## src/rtl/btn_pkg.sv

```systemverilog
// Shared types and sizing helpers for the button conditioner.
// Holds the debounce state encoding and the counter-width calculation.
package btn_pkg;

    typedef enum logic [1:0] {
        IDLE_LOW  = 2'd0,
        WAIT_HIGH = 2'd1,
        IDLE_HIGH = 2'd2,
        WAIT_LOW  = 2'd3
    } btn_state_t;

    // Bits needed to hold the largest of the three cycle counts.
    function automatic int cnt_width(input int a, input int b, input int c);
        int m;
        m = a;
        if (b > m) m = b;
        if (c > m) m = c;
        return $clog2(m + 1);
    endfunction

endpackage

```

## src/rtl/debounce_channel.sv

```systemverilog
// One input channel: 2-flop synchronizer, debounce FSM, edge pulses and
// hold-to-auto-repeat. All outputs are registered.
module debounce_channel
    import btn_pkg::*;
#(
    parameter int DEBOUNCE_CYCLES = 1000000,
    parameter int REPEAT_DELAY    = 50000000,
    parameter int REPEAT_PERIOD   = 10000000
) (
    input  logic clk,
    input  logic rst,
    input  logic raw_in,
    output logic level,
    output logic rise,
    output logic fall,
    output logic step
);

    localparam int CW = cnt_width(DEBOUNCE_CYCLES, REPEAT_DELAY, REPEAT_PERIOD);
    localparam logic [CW-1:0] DB_MAX  = CW'(DEBOUNCE_CYCLES);
    localparam logic [CW-1:0] RD_MAX  = CW'(REPEAT_DELAY);
    localparam logic [CW-1:0] RP_MAX  = CW'(REPEAT_PERIOD);
    localparam logic [CW-1:0] CNT_ONE = CW'(1);
    localparam bit            DB_ONE  = (DEBOUNCE_CYCLES == 1);
    localparam bit            REP_EN  = (REPEAT_DELAY != 0);

    logic            s1, s2;
    btn_state_t      state, state_next;
    logic [CW-1:0]   cnt, cnt_next, cnt_inc;
    logic [CW-1:0]   rep_cnt, rep_cnt_next, rep_inc;
    logic            rep_periodic, rep_periodic_next;
    logic            level_next, rise_next, fall_next, tick;

    // NOTE: every always_ff register uses <= so all flops update from the
    // pre-edge values; blocking here would make s2 copy raw_in in one cycle.
    always_ff @(posedge clk or posedge rst) begin
        if (rst) begin
            s1           <= 1'b0;
            s2           <= 1'b0;
            state        <= IDLE_LOW;
            cnt          <= '0;
            rep_cnt      <= '0;
            rep_periodic <= 1'b0;
            level        <= 1'b0;
            rise         <= 1'b0;
            fall         <= 1'b0;
            step         <= 1'b0;
        end else begin
            s1           <= raw_in;
            s2           <= s1;
            state        <= state_next;
            cnt          <= cnt_next;
            rep_cnt      <= rep_cnt_next;
            rep_periodic <= rep_periodic_next;
            level        <= level_next;
            rise         <= rise_next;
            fall         <= fall_next;
            step         <= rise_next | tick;
        end
    end

    // NOTE: every signal below gets a default before the case so no path
    // leaves one unassigned, which would otherwise infer a latch.
    always_comb begin
        state_next        = state;
        cnt_next          = cnt;
        cnt_inc           = cnt + CNT_ONE;
        level_next        = level;
        rise_next         = 1'b0;
        fall_next         = 1'b0;
        tick              = 1'b0;
        rep_cnt_next      = '0;
        rep_periodic_next = 1'b0;
        rep_inc           = rep_cnt + CNT_ONE;

        case (state)
            IDLE_LOW: begin
                if (s2) begin
                    if (DB_ONE) begin
                        state_next = IDLE_HIGH;
                        level_next = 1'b1;
                        rise_next  = 1'b1;
                        cnt_next   = '0;
                    end else begin
                        state_next = WAIT_HIGH;
                        cnt_next   = CNT_ONE;
                    end
                end
            end
            WAIT_HIGH: begin
                if (!s2) begin
                    state_next = IDLE_LOW;
                    cnt_next   = '0;
                end else if (cnt_inc == DB_MAX) begin
                    state_next = IDLE_HIGH;
                    level_next = 1'b1;
                    rise_next  = 1'b1;
                    cnt_next   = '0;
                end else begin
                    cnt_next   = cnt_inc;
                end
            end
            IDLE_HIGH: begin
                if (!s2) begin
                    if (DB_ONE) begin
                        state_next = IDLE_LOW;
                        level_next = 1'b0;
                        fall_next  = 1'b1;
                        cnt_next   = '0;
                    end else begin
                        state_next = WAIT_LOW;
                        cnt_next   = CNT_ONE;
                    end
                end
            end
            WAIT_LOW: begin
                if (s2) begin
                    state_next = IDLE_HIGH;
                    cnt_next   = '0;
                end else if (cnt_inc == DB_MAX) begin
                    state_next = IDLE_LOW;
                    level_next = 1'b0;
                    fall_next  = 1'b1;
                    cnt_next   = '0;
                end else begin
                    cnt_next   = cnt_inc;
                end
            end
            default: begin
                state_next = IDLE_LOW;
                cnt_next   = '0;
                level_next = 1'b0;
            end
        endcase

        // Repeat counter runs only while the accepted level is high; the edge
        // that accepts the release clears it so step never coincides with fall.
        if (REP_EN && (state == IDLE_HIGH || state == WAIT_LOW) && !fall_next) begin
            rep_periodic_next = rep_periodic;
            if (rep_inc == (rep_periodic ? RP_MAX : RD_MAX)) begin
                tick              = 1'b1;
                rep_cnt_next      = '0;
                rep_periodic_next = 1'b1;
            end else begin
                rep_cnt_next      = rep_inc;
            end
        end
    end

endmodule

```

## src/rtl/button_conditioner.sv

```systemverilog
// Conditions N_CH raw button/switch inputs into debounced levels, edge pulses
// and auto-repeating step pulses. Channels are fully independent.
module button_conditioner
    import btn_pkg::*;
#(
    parameter int N_CH            = 4,
    parameter int DEBOUNCE_CYCLES = 1000000,
    parameter int REPEAT_DELAY    = 50000000,
    parameter int REPEAT_PERIOD   = 10000000
) (
    input  logic            clk,
    input  logic            rst,
    input  logic [N_CH-1:0] raw_in,
    output logic [N_CH-1:0] level,
    output logic [N_CH-1:0] rise,
    output logic [N_CH-1:0] fall,
    output logic [N_CH-1:0] step
);

    for (genvar i = 0; i < N_CH; i++) begin : g_ch
        debounce_channel #(
            .DEBOUNCE_CYCLES(DEBOUNCE_CYCLES),
            .REPEAT_DELAY   (REPEAT_DELAY),
            .REPEAT_PERIOD  (REPEAT_PERIOD)
        ) u_ch (
            .clk   (clk),
            .rst   (rst),
            .raw_in(raw_in[i]),
            .level (level[i]),
            .rise  (rise[i]),
            .fall  (fall[i]),
            .step  (step[i])
        );
    end

endmodule
```

## config.mk

```make
export PLATFORM = sky130hd
export DESIGN_NAME = button_conditioner
export DESIGN_NICKNAME = d
export VERILOG_FILES = /design/src/rtl/btn_pkg.sv /design/src/rtl/debounce_channel.sv /design/src/rtl/button_conditioner.sv
export SDC_FILE = /design/constraint.sdc
export NUM_CORES = 1
export LEC_CHECK = 0
export CORE_AREA = 10 10 169 171
export CTS_CLUSTER_DIAMETER = 30
export DETAILED_ROUTE_END_ITERATION = 7
export DIE_AREA = 0 0 179 181
export MAX_ROUTING_LAYER = met4
export PLACE_DENSITY = 0.76
export SYNTH_ARGS = -nofsm -noshare
export SYNTH_HDL_FRONTEND = slang
export SYNTH_SLANG_ARGS = --single-unit
export TNS_END_PERCENT = 20
```

## constraint.sdc

```tcl
create_clock -name clk -period 15 [get_ports clk]
set_clock_uncertainty 0.1 [all_clocks]
set_input_delay 1.5 -clock clk [delete_from_list [all_inputs] [get_ports clk]]
set_output_delay 1.5 -clock clk [all_outputs]
set_load 0.05 [all_outputs]
```

Word level (Yosys, flattened, before mapping)
Cells that the tools add are included.
{"block": "classes", "add_sub_neg": 8, "multipliers": 0, "div_mod_pow": 0, "magnitude_cmp": 0, "n_eq_ne": 56, "shifts": 0, "n_mux": 120, "bitwise_logic": 4, "reduce_logical": 32}
{"op": "$mux 26", "n": 32}
{"op": "$pmux 26 s4", "n": 4}
{"op": "$add 26x1->26 const B", "n": 8}
{"op": "$eq 26x20->1 const B", "n": 4}
{"op": "$eq 26x26->1", "n": 4}
{"op": "$mux 1", "n": 52}
{"op": "$mux 2", "n": 24}
{"op": "$ne 2x1->1 const B", "n": 16}
{"op": "$pmux 2 s4", "n": 4}
{"op": "$ne 2x2->1 const B", "n": 12}
{"op": "$reduce_and 5->1", "n": 4}
{"op": "$eq 2x2->1 const B", "n": 8}
{"op": "$reduce_and 4->1", "n": 4}
{"op": "$ne 3x1->1 const B", "n": 4}
{"op": "$ne 3x3->1 const B", "n": 4}
{"op": "$eq 2x1->1 const B", "n": 4}
{"op": "$logic_not 2->1", "n": 4}
{"op": "$pmux 1 s2", "n": 4}
{"op": "$reduce_and 2->1", "n": 4}
{"op": "$reduce_bool 2->1", "n": 4}
{"op": "$logic_and 1x1->1", "n": 4}
{"op": "$logic_not 1->1", "n": 4}
{"op": "$logic_or 1x1->1", "n": 4}
{"op": "$or 1x1->1", "n": 4}
{"block": "word_totals", "regBits": 244, "latch_bits": 0, "ram_bits": 0, "mem_bits_ro": 0, "wordCells": 260, "memories": 0}

Longest topological paths before layout
{"block": "depth", "word_depth": 9, "mapped_depth": 12}

By module
Synthesis repeated with hierarchy kept, for this count alone.
{"block": "hier_totals", "hier_cells": 1791, "area_unflattened_um2": 15384.8}
{"module": "debounce_channel at g_ch[0].u_ch ...", "n_inst": 3, "cells_each": 444, "area_per_inst_um2": 3846.2, "seq_area_each_um2": 1526.5}
{"module": "debounce_channel at g_ch[3].u_ch", "n_inst": 1, "cells_each": 459, "area_per_inst_um2": 3846.2, "seq_area_each_um2": 1526.5}

Least setup slack after synthesis
Ideal clock, no wire load.
{"block": "synth_timing", "kind": "register -> register", "startpoint": "reg g_ch[3].u_ch.cnt[0]", "endpoint": "reg g_ch[3].u_ch.cnt[1]", "setup_time_ns": 0.121, "t_arrival_ns": 2.842, "setup_slack_ns": 11.937, "stages_incl_launch_ff": 11, "path_cell_list": "dfrtp_1 > ha_1 > and4_1 > clkbuf_1 > nand4_1 > o311a_1 > or2_2 > a2111oi_1 > a21oi_1 > clkbuf_1 > a22o_1"}
{"block": "synth_via", "elab_chain_cells": 5, "elab_cells_between_ends": 6}
{"element": "start, declared", "line_no": "debounce_channel.sv:29", "source": "logic [CW-1:0] cnt, cnt_next, cnt_inc;"}
{"element": "start signal, assigned", "line_no": "debounce_channel.sv:52", "source": "cnt <= cnt_next;"}
{"element": "$add 26x1->26 *", "line_no": "debounce_channel.sv:67", "source": "cnt_inc = cnt + CNT_ONE;"}
{"element": "$eq 26x20->1", "line_no": "debounce_channel.sv:94, debounce_channel.sv:120"}
{"element": "$mux 26 *", "line_no": "debounce_channel.sv:94, debounce_channel.sv:120"}
{"element": "$mux 26 (on tied branches)", "line_no": "debounce_channel.sv:117, debounce_channel.sv:91"}
{"element": "$pmux 26 s4 *", "line_no": "debounce_channel.sv:76", "source": "case (state)"}
Every way passes the cells marked *; elsewhere a longest branch is shown, timed or not.
A chain may end at the register's enable or synchronous reset.

Worst setup path after layout
{"block": "layout_timing", "startpoint": "reg g_ch[1].u_ch.cnt[5]", "endpoint": "reg g_ch[1].u_ch.rep_cnt[20]"}
{"block": "layout_via", "elab_chain_cells": 8}
{"element": "start, declared", "line_no": "debounce_channel.sv:29"}
{"element": "start signal, assigned", "line_no": "debounce_channel.sv:52"}
{"element": "$add 26x1->26", "line_no": "debounce_channel.sv:67"}
{"element": "$eq 26x20->1", "line_no": "debounce_channel.sv:120", "source": "end else if (cnt_inc == DB_MAX) begin"}
{"element": "$mux 1", "line_no": "debounce_channel.sv:120"}
{"element": "$mux 1", "line_no": "debounce_channel.sv:117", "source": "if (s2) begin"}
{"element": "$mux 1", "line_no": "debounce_channel.sv:76"}
{"element": "$logic_not 1->1", "line_no": "debounce_channel.sv:138", "source": "if (REP_EN && (state == IDLE_HIGH || state == WAIT_LOW) && !fall_next) begin"}
{"element": "$logic_and 1x1->1", "line_no": "debounce_channel.sv:138"}
{"element": "$mux 26", "line_no": "debounce_channel.sv:138"}
{"element": "via g_ch[1].u_ch.rep_cnt_next[20]", "line_no": "debounce_channel.sv:30", "source": "logic [CW-1:0] rep_cnt, rep_cnt_next, rep_inc;"}
{"element": "end signal, assigned", "line_no": "debounce_channel.sv:53", "source": "rep_cnt <= rep_cnt_next;"}
{"element": "end, declared", "line_no": "debounce_channel.sv:30"}
The timed path passes the listed nets, and every way through them passes these cells.

==> flow_summary.ini <==
[placed_design]
post_dp_cell_area_mm2 = 0.01504
portBuffers = 21
hpwl_mm = 22.71
dp_slack_ns = 10.47
gp_congestion = 0.9345

[clocking]
clockBufferDepth = 3
ctsResizeCount = 0
numCtsBuffers = 56
root_buffer = clkbuf_16
h-tree-depth = 2
path_clk_slew_ns = 0.05
clock_latency_ns = 0.54
cts_hold_buf = 0
cts_tree = built
cts_setup_buffers = 0
cts.sinks = 244

[synthesis]
synth_edf_count = 0
synth_cells = 1768
ys_seq_area_frac = 0.4092
syn_avg_cell_area_um2 = 8.440
async_reset_ff_frac = 1.000
synth_area_leaders = dfrtp_1 (41%), nand2_1 (4.7%), nand3_1 (4.6%)
yosysTopAreaCell = dfrtp_1
synth_fp_nets = 1782
ys.flop_type = dfrtp_1
ys.warnings.count = 0
synth_top_area_share = 0.4092
synth_cell_types = 86
syn_area_mm2 = 0.01492
synth_common_cells = dfrtp_1 (244), nand2_1 (188), nor2_1 (178)
ys_ff_latch = 244
synthMostInstantiatedCell = dfrtp_1

[detailed_routing]
wl_mm = 34.29
drt_iter0_drc = 1067
vias = 13092
first_pass_iters = 5
viasPerCell = 6.199
drc = 0
wl_per_cell_um = 16.23
ant_nets = 0

[setup_path]
crit_arrival_ns = 4.22
r2r_slack_ns = 11.07
r2r_start = g_ch[1].u_ch.cnt[5]$_DFFE_PP0P_
crit_type = register to register
critPathCaptureType = register
worstRegToRegCells = 8
path_max_fanout = 16
worstPathRequired_ns = 15.29
worstReg2RegEnd = g_ch[1].u_ch.rep_cnt[20]$_DFF_PP0_
critPathLaunchType = register

[floorplanning]
num_io_pins = 22
initial_core_util = 0.5960
rows = 58
core_mm2 = 0.02504
die_w_um = 179
die_h_um = 181
dieArea_mm2 = 0.03240

[timing]
fmaxAchievable_mhz = 254.7
fin_tns_setup_ns = 0
slew_viol_final = 0
rsz0062_at_grt = false
maxSlewHeadroom = 0.1473
min_period_over_period = 0.2617
setup_violations = 0
max_slew.worst_pin.slew_ns = 1.267
min_period_ns = 3.926
worst_slack_ns = 11.07
hold_viol_final = 0

[global_route]
overflow = 0
antenna_found_initial = 0
grt_pass1_wl_mm = 59.24
grt_pass1_vias = 12465
grt_max_degree = 113
grtUsageTotal = 0.2173

[worst_hold_path]
hold_depth = 0
hold_start = g_ch[1].u_ch.s1$_DFF_PP0_
hold_path_class = register to register
hold_end = g_ch[1].u_ch.s2$_DFF_PP0_

[power]
ir_drop_mv = 0.09607
power_density_mw_per_mm2 = 111.8
power.leakage_nw = 6.544

[layout]
fill_cells = 2013
syn2layout_area_growth_pct = 13.11
nets = 1751
n_antenna_cell = 0
drive_gt1_frac = 0.07632
design_area_mm2 = 0.01688

[run_status]
status = finished, final reports clean

[flow_run]
maxCapViolCount = 0
[worst max path at each step]
stage               cells past startpoint                            start  slack, ns                            endpoint
floorplan                               1                              rst       6.70          asynchronous set/reset pin
global placement                        4                              rst      10.50  g_ch[1].u_ch.rep_cnt[21]$_DFF_PP0_
detailed placement                      4                              rst      10.47  g_ch[1].u_ch.rep_cnt[21]$_DFF_PP0_
CTS                                     4                              rst      11.02    g_ch[0].u_ch.cnt[23]$_DFFE_PP0P_
global route                            9  g_ch[3].u_ch.cnt[0]$_DFFE_PP0P_      10.66   g_ch[3].u_ch.rep_cnt[2]$_DFF_PP0_
finish                                  8  g_ch[1].u_ch.cnt[5]$_DFFE_PP0P_      11.07  g_ch[1].u_ch.rep_cnt[20]$_DFF_PP0_
[cells in the final DEF (no fill, tap or decap), drive strengths merged, types with 65 or more instances in the layout]
cell / netlist / routed
o21ai: 76 / 76
nand4: 94 / 94
dfrtp: 244 / 244
nor3: 65 / 65
nor2: 179 / 179
xnor2: 69 / 69
inv: 59 / 68
nand3: 136 / 136
clkbuf: 74 / 72
nand2: 188 / 188
[sequential cells by signal, indices dropped and copies added, names as in the netlist, named ones only]
name                    count
g_ch.u_ch.rep_periodic      4
g_ch.u_ch.cnt             104
g_ch.u_ch.rep_cnt         104
g_ch.u_ch.s2                4
g_ch.u_ch.fall              4
g_ch.u_ch.s1                4
g_ch.u_ch.rise              4
g_ch.u_ch.step              4
g_ch.u_ch.state             4
g_ch.u_ch.level             4
[routing by layer]
| metal | up-vias | GRT usage | wire [um] |
|---|---|---|---|
| met2 | 349 | 0.3358 | 15970 |
| met4 | 0 | 0.06980 | 833 |
| met3 | 78 | 0.03399 | 1570 |
| met1 | 6283 | 0.2869 | 15910 |
| met5 | - | - | 0 |
| li1 | 6382 | - | - |
[critical path: stages, from the launching register on]
cell and delay (ns):
dfrtp_1 0.48, nand4_1 0.41, nor4_2 0.88, nand2_1 0.16
o211ai_1 0.34, and4b_1 0.35, a41o_1 0.53, o21bai_2 0.41
nor2_1 0.11
[final cells by class]
class                      instances  area (um^2)  area share
clock buffer                      72         1511     0.08955
tap                              330        412.9     0.02446
sequential                       244         6106      0.3617
inverter                          59        229.0     0.01357
multi-input combinational       1349         8039      0.4763
timing repair buffer              27        255.2     0.01512
clock inverter                    31        325.3     0.01927
[where the power goes]
group | leakage, nW | switching (mW) | internal (mW)
combinational | 2.28 | 0.0351 | 0.0116
clock | 0.898 | 0.384 | 0.781
sequential | 3.37 | 0.00927 | 0.666
[through the flow]
step / hold WS, ns / total power [mW] / instances / utilization
floorplan: 0.2312 / 0.7181 / 1768 / -
global placement: 0.2338 / 0.7304 / 2009 / 0.6008
detailed placement: 0.2347 / 0.7317 / 2009 / 0.6008
CTS: 0.2435 / 1.907 / 2112 / 0.6742
global route: 0.2426 / 1.951 / 2112 / 0.6742
finish: 0.2431 / 1.886 / 2112 / 0.6742
[cell families after synthesis]
kind of cell | after synthesis | synth area share
simple gates | 903 | 0.3134
fa+ha+maj | 8 | 0.006708
compound gates | 295 | 0.1320
buf+inv | 175 | 0.05249
flops | 244 | 0.4092
mux | 22 | 0.01518
xor+xnor | 121 | 0.07102
(Power assumes the default switching activity.)
==> patch (same settings) <==
`REPEAT_PERIOD` is set to 10000000 in 2 places; all go to 5000000.
--- a/src/rtl/debounce_channel.sv
+++ b/src/rtl/debounce_channel.sv
@@ -7,3 +7,3 @@
     parameter int REPEAT_DELAY    = 50000000,
-    parameter int REPEAT_PERIOD   = 10000000
+    parameter int REPEAT_PERIOD   = 5000000
 ) (
--- a/src/rtl/button_conditioner.sv
+++ b/src/rtl/button_conditioner.sv
@@ -8,3 +8,3 @@
     parameter int REPEAT_DELAY    = 50000000,
-    parameter int REPEAT_PERIOD   = 10000000
+    parameter int REPEAT_PERIOD   = 5000000
 ) (
Function: same outputs for any inputs over 4 cycles, from zero or initial values and one cycle with rst high; that may be too few to reach the edited logic, so the function may still have changed.
==> patch against the original RTL <==
  * Final area increased by 4.9%
  * Routed wire length grew 12%
  * Die area did not move
  * Critical path depth rose by 1
  * Power grew 1.1%
  * Worst setup slack lost 0.13 ns
  * Synthesized area grew 6.0%
  * Sequential cell count is the same
  * Maximum frequency shrank 3.3%
  * Critical endpoint is now g_ch[1].u_ch.rep_cnt[19]
  * Largest power group unchanged
  * Highest routed layer unchanged
==> patch: results (changes against the original RTL) <==
[outcome]
status = finished, final reports clean

[drt]
drt-initial-drc-count = 1287  ; +21%
routed_wirelength_um = 38490  ; +12%
firstDrtPassIters = 6  ; +1

[layout]
final_nets = 1849  ; +5.6%
nFillCells = 1972  ; -2.0%
drive_gt1_frac = 0.07200  ; -0.004319

[synthesis]
netlist_top_cells_area = dfrtp_1 (39%), nand3_1 (5.1%), xnor2_1 (4.5%), nand2_1 (4.2%), nor2_1 (3.7%)
synth-seq-area-share = 0.3860  ; -0.02324
ys_types = 81  ; -5.8%
synth_fp_nets = 1907  ; +7.0%

[timing]
worst_pin_slew_ns = 1.311  ; +0.04344 ns
whs_ns = 0.2436  ; +0.0004840 ns

[place]
gp_congestion = 0.9911  ; +6.1%
hpwlAfterDp_um = 25740  ; +13%

[critical_path]
reg2regPathDepth = 9  ; +1
path_max_fanout = 19  ; +3
crit_arrival_ns = 4.41  ; +0.19 ns
worstReg2RegStart = g_ch[1].u_ch.cnt[0]
reg2reg_to = g_ch[1].u_ch.rep_cnt[19]

[hold_path]
hold_end = g_ch[0].u_ch.s2
hp-start = g_ch[0].u_ch.s1

[clock_tree]
cts-buffers-inserted = 54  ; -3.6%
clock_latency_ns = 0.57  ; +0.03 ns

[grt]
grt_pass1_vias = 13020  ; +4.5%
grt_max_degree = 103  ; -8.8%
grt_pass1_wl_um = 64720  ; +9.2%

-- patch: cell count changes after synthesis, sizes merged, moves of 9 or more --
cell    unedited run  this run
nor3              65        81
xnor2             69        82
nand2            188       175
clkbuf            74        96
nand3            136       162
xor2              52        62
and3              32        50
nor2             179       158
nand4             94        85
or3               29        41
o21ai             76        64
a21oi             62        72
a31oi             29        20
-- patch: worst max path at each step --
stage	to	slack, ns	cells after the start
floorplan	async pin	6.70	1
global placement	g_ch[1].u_ch.rep_cnt[19]	11.10	9
detailed placement	g_ch[1].u_ch.rep_cnt[19]	11.01	9
CTS	g_ch[1].u_ch.rep_cnt[19]	10.95	9
global route	g_ch[1].u_ch.rep_cnt[19]	10.59	9
finish	g_ch[1].u_ch.rep_cnt[19]	10.94	9
-- patch: area by class of cell --
class,count,share of cell area
Inverter,53,0.01166
Multi-Input combinational cell,1449,0.5001
Sequential cell,244,0.3447
Timing Repair Buffer,29,0.01526
Clock inverter,38,0.02472
Clock buffer,62,0.08025
Tap cell,330,0.02331
-- patch: metrics by stage --
| step | worst slack [ns] | total power [W] | instances | instance area, um^2 |
|---|---|---|---|---|
| final | 10.94 | 0.001907 | 2205 | 17710 |
| after global routing | 10.59 | 0.001969 | 2205 | 17710 |
| after CTS | 10.95 | 0.001925 | 2205 | 17710 |
| after detailed placement | 11.01 | 0.0007324 | 2105 | 15850 |
| after global placement | 11.10 | 0.0007305 | 2105 | 15850 |
| after floorplan | 6.698 | 0.0007167 | 1889 | 15820 |
-- patch: critical path: stages, from the launching register on --
cell and delay [ns]:
dfrtp_1 0.43, ha_1 0.34, nand2_1 0.19, nor4_1 0.72, a32o_1 0.28, a32o_1 0.15
nand4b_1 0.22, o41ai_4 0.63, or3_1 0.62, o21ba_2 0.25
-- patch: power breakdown --
part,total [W],internal (W),switching (W),leakage [nW]
clock,0.00118,0.000788,0.000397,0.897
combinational,0.0000469,0.0000120,0.0000349,2.57
sequential,0.000676,0.000666,0.00000992,3.37
-- patch: cells by family after synthesis --
group                      after synthesis  share of synthesized area
adders and majority gates               13                    0.01012
and+or+nand+nor                        954                     0.3195
buffers and inverters                  196                    0.05441
DFF                                    244                     0.3860
AOI/OAI and AO/OA                      312                     0.1334
muxes                                   26                    0.01685
xor gates and xnor gates               144                    0.07972
-- patch: per-layer routing --
layer,up-vias,part of all wire,global-route usage
met1,6887,0.46,0.3251
met2,453,0.47,0.3631
li1,6783,-,-
met3,68,0.053,0.03649
met4,0,0.019,0.06715
met5,-,0,-
